==> config.mk <==
export PLATFORM = sky130hd
export DESIGN_NAME = controle_central
export DESIGN_NICKNAME = d
export VERILOG_FILES = /design/src/rtl/controle_central.sv
export SDC_FILE = /design/constraint.sdc
export NUM_CORES = 1
export LEC_CHECK = 0
export CORE_AREA = 8 8 45 47
export CTS_CLUSTER_SIZE = 10
export DETAILED_ROUTE_END_ITERATION = 6
export DIE_AREA = 0 0 53 55
export GPL_ROUTABILITY_DRIVEN = 0
export SYNTH_ARGS = -nofsm -noshare
export SYNTH_HDL_FRONTEND = slang
export SYNTH_SLANG_ARGS = --single-unit
==> constraint.sdc <==
create_clock -name clk -period 1.3 [get_ports clk]
set_clock_uncertainty 0.05 [all_clocks]
set_input_delay 0.26 -clock clk [delete_from_list [all_inputs] [get_ports clk]]
set_output_delay 0.26 -clock clk [all_outputs]
set_load 0.005 [all_outputs]
==> src/rtl/controle_central.sv <==
// controle_central: central control unit of the full-nibble processor.
// Decodes the opcode and the ALU overflow flag into registered datapath mux
// selects, a one-cycle memory-dump strobe and a sticky halt flag.
// Optional build macro CTRL_OVF_HALT_EN: an arithmetic opcode with overflow
// also halts the processor at the same edge.
module controle_central (
  input  logic       clk,
  input  logic       rst,
  input  logic [2:0] op,
  input  logic       ovf,
  output logic       ended,
  output logic       DUMP,
  output logic [1:0] sel_mux1,
  output logic       sel_mux2,
  output logic       sel_mux3
);

  localparam logic [2:0] OP_ADD  = 3'b000;
  localparam logic [2:0] OP_SUB  = 3'b001;
  localparam logic [2:0] OP_INC  = 3'b010;
  localparam logic [2:0] OP_ACC  = 3'b011;
  localparam logic [2:0] OP_DUMP = 3'b100;
  localparam logic [2:0] OP_HALT = 3'b111;

  localparam logic [1:0] M1_X   = 2'b00;
  localparam logic [1:0] M1_NX  = 2'b01;
  localparam logic [1:0] M1_ONE = 2'b10;

  logic       ended_q, ended_d;
  logic       dump_q, dump_d;
  logic [1:0] sel1_q, sel1_d;
  logic       sel2_q, sel2_d;
  logic       sel3_q, sel3_d;
  logic       arith;

  // Next-state decode of opcode and overflow; halt freezes every select at 0.
  always_comb begin
    ended_d = ended_q;
    dump_d  = 1'b0;
    sel1_d  = M1_X;
    sel2_d  = 1'b0;
    sel3_d  = 1'b0;
    // Opcodes 000-011 all have a clear MSB and drive the ALU.
    arith   = (op[2] == 1'b0);
    if (!ended_q) begin
      unique case (op)
        OP_ADD: begin sel1_d = M1_X;   sel2_d = 1'b0; end
        OP_SUB: begin sel1_d = M1_NX;  sel2_d = 1'b0; end
        OP_INC: begin sel1_d = M1_ONE; sel2_d = 1'b1; end
        OP_ACC: begin sel1_d = M1_X;   sel2_d = 1'b1; end
        OP_DUMP: dump_d  = 1'b1;
        OP_HALT: ended_d = 1'b1;
        default: ; // 101 and 110 are NOPs
      endcase
      // Overflow redirects the write to slot 0xF, only for ALU operations.
      if (arith) begin
        sel3_d = ovf;
`ifdef CTRL_OVF_HALT_EN
        if (ovf) ended_d = 1'b1;
`endif
      end
    end
  end

  // Register all outputs; reset has priority over any opcode, including HALT.
  always_ff @(posedge clk) begin
    if (rst) begin
      ended_q <= 1'b0;
      dump_q  <= 1'b0;
      sel1_q  <= M1_X;
      sel2_q  <= 1'b0;
      sel3_q  <= 1'b0;
    end else begin
      ended_q <= ended_d;
      dump_q  <= dump_d;
      sel1_q  <= sel1_d;
      sel2_q  <= sel2_d;
      sel3_q  <= sel3_d;
    end
  end

  assign ended    = ended_q;
  assign DUMP     = dump_q;
  assign sel_mux1 = sel1_q;
  assign sel_mux2 = sel2_q;
  assign sel_mux3 = sel3_q;

endmodule

==> metrics, run 1 <==
initial antenna violation count 0; FILL cells 153; Worst EP arrival ~800 ps; Core ar. around 1400 um^2; Bufs and invs on worst path 1; first-pass GRT wire length just over 600 um; CP Capture Type output port; overall die height between 50 and 60 um; largest net degree at the start of global routing 6; Synth Instances 15; grt total ovfl 0; Global Route Usage Sum 0.03446; Leakage around 0.00017 uW; pre-CTS WS ~52 ps; clock tree buffer depth 2; Placed Cells 43; Reg power frac 0.483; max_slew headroom 0.8563; CP required about 1000 ps; htree depth 1; fraction of layout cells with a size suffix above 1 0.2333; Antenna Cells 0; multi-input logic area 65.06 um^2; met1 Track Usage GR 0.03354; Synth Cell Area around 190 um^2; Post-Synth Simple-Gate Area 0.3176; initial core utilization 0.1338; Slew @ Worst Pin between 200 and 250 ps; crit path cell chain dlygate4sd2_1; final worst slack around 190 ps; crit share post-route 0.8533; Syn Nets 21; DR vias 154; Crit path max-delay family flip-flops; met3 Use GR 0.04278; post-synth cell types 8; crit path max fanout 2; register area 120.1 um^2; Peak supply drop 0.0002537 V; Core Util, Final 0.2441; Cell Pwr Density roughly 1200 nW/um^2; NetSw 76.35 uW; per-cell routed wire length 9.891 um; clk sink count 6; Clk pin slew, worst setup/hold paths 40 ps; Area Growth Syn to Fin 82.43%; CTS tree yes; XOR/XNOR share of the synthesized area 0; internal power roughly 320 uW; power share of the combinational group 0.106; run status finished clean; Antenna Nets Post-Route 0; total CTS buffers 3; crit start category flip-flop; RSZ-0062 raised after global routing no; WL final ~460 um; final setup vio count 0; gr busiest metal met4; Non-Filler Instances between 40 and 50; vias in the first global route 156; Die ar. roughly 2900 um^2; Tmin final about 1100 ps; multiplexer area fraction after synthesis 0; die width approximately 53 um; global-route track usage on met2 0.02539; fmax 901.4 MHz; Ports 12; CTS root buf clkbuf_4; Post-Synth Adder-Cell Area 0; register area share after synthesis 0.6486; Final Cell Area between 300 and 400 um^2; Syn Area/Cell about 12 um^2; via/cell ratio ~3.3; Net Sw Frac 0.1913; final hold vios 0; # Max-Cap Violations 0; Crit path largest cell delay ~300 ps; Worst-Skew Late Latency about 240 ps; FP Rows 14; Critical Path Slowest Stage Cell dfxtp_1; largest family of logic cells by synthesized area simple AND/OR/NAND/NOR gates; max-slew violations 0; min-delay worst type flip-flop to flip-flop; yosys warns 0; DP Area between 300 and 400 um^2; First-pass DRT Iterations 1; critical path type flip-flop to output port; Final nets 38; Port Buf Inserts 11; post-synthesis compound-gate area fraction 0.03378; postcts setup bufs 0; sum of negative setup slack 0 ps; Residual DRC 0; Clk network pwr share 0.410; post-synthesis register bit count 6; 1st-iter DRT viols 0
[through the flow]
stage               power [uW]  hold WS, ps
finish                   399.2        530.6
global route             425.4        577.4
CTS                      409.7        542.2
detailed placement       244.1        534.5
global placement         243.4        539.6
floorplan                207.3        282.4
[worst paths after layout]
check,from,endpoint,slack (ps),depth (start not counted)
worst max-delay path,ended,ended,190,1
worst min-delay path,ended,ended,530,3
worst max register to register,ended,sel_mux1[0],360,3
worst min register to register,ended,ended,530,3
[cells by family after synthesis]
family / count (synthesis)
compound gates: 1
flops: 6
simple gates: 8
[registers in the layout (all words and copies together) (netlist names)]
| register | flops |
|---|---|
| sel_mux1 | 2 |
| sel_mux3 | 1 |
| DUMP | 1 |
| ended | 1 |
| sel_mux2 | 1 |
[layout by cell type (no fill, tap or decap)]
master	instances
clkbuf_4	3
and3b_1	2
dfxtp_1	6
and2_1	1
and2_2	2
nor3_2	1
dlygate4sd2_1	6
nor4_1	1
a31oi_1	1
clkdlybuf4s50_1	5
nor2_1	1
buf_4	1
[final cells by class]
type,instances,share of cell area
Timing Repair Buffer,12,0.3259
Sequential cell,6,0.3556
Tap cell,16,0.05926
Clock buffer,3,0.06667
Multi-Input combinational cell,9,0.1926
[power by group through the flow]
stage / Combinational, uW / Sequential [uW] / Clock, uW
2_1_floorplan: 8.87 / 198 / 0
3_3_place_gp: 46.8 / 197 / 0
3_5_place_dp: 47.4 / 197 / 0
4_1_cts: 43.1 / 193 / 173
5_1_grt: 45.6 / 193 / 187
6_report: 42.4 / 193 / 164
[what timing repair did]
action / 4_1_cts / 5_1_grt
gates resized for setup: 6 / 0
setup endpoints to repair: 6 / 0
hold buffers: 0 / 0
[tightest hold or removal path: cells and delay by family, from the launching register on]
kind / cells / cell delay (ps)
DFF: 1 / 320
and+or+nand+nor: 1 / 70
buffers and inverters: 1 / 120
AOI/OAI and AO/OA: 1 / 40
[cell usage after synthesis]
library cell	number	area [um^2]
a31oi_1	1	6.260
nor2_1	1	3.750
and2_2	2	15.01
and2_1	1	6.260
and3b_1	2	17.52
nor4_1	1	6.260
dfxtp_1	6	120.1
nor3_2	1	10.01
[metal layers]
metal  wire (um)  part of all wire
met4           0                 0
met1         220              0.48
met5           0                 0
met2         137              0.30
met3          97              0.21
(Power assumes the default switching activity.)
==> inputs of run 2 (changes only) <==
--- a/config.mk
+++ b/config.mk
@@ -5,6 +5,7 @@
 export SDC_FILE = /design/constraint.sdc
 export NUM_CORES = 1
 export LEC_CHECK = 0
+export CAP_MARGIN = 0
 export CORE_AREA = 8 8 45 47
 export CTS_CLUSTER_SIZE = 10
 export DETAILED_ROUTE_END_ITERATION = 6
==> results of run 2 <==
The final DEF is identical to that of run 1; final timing and power are the same.
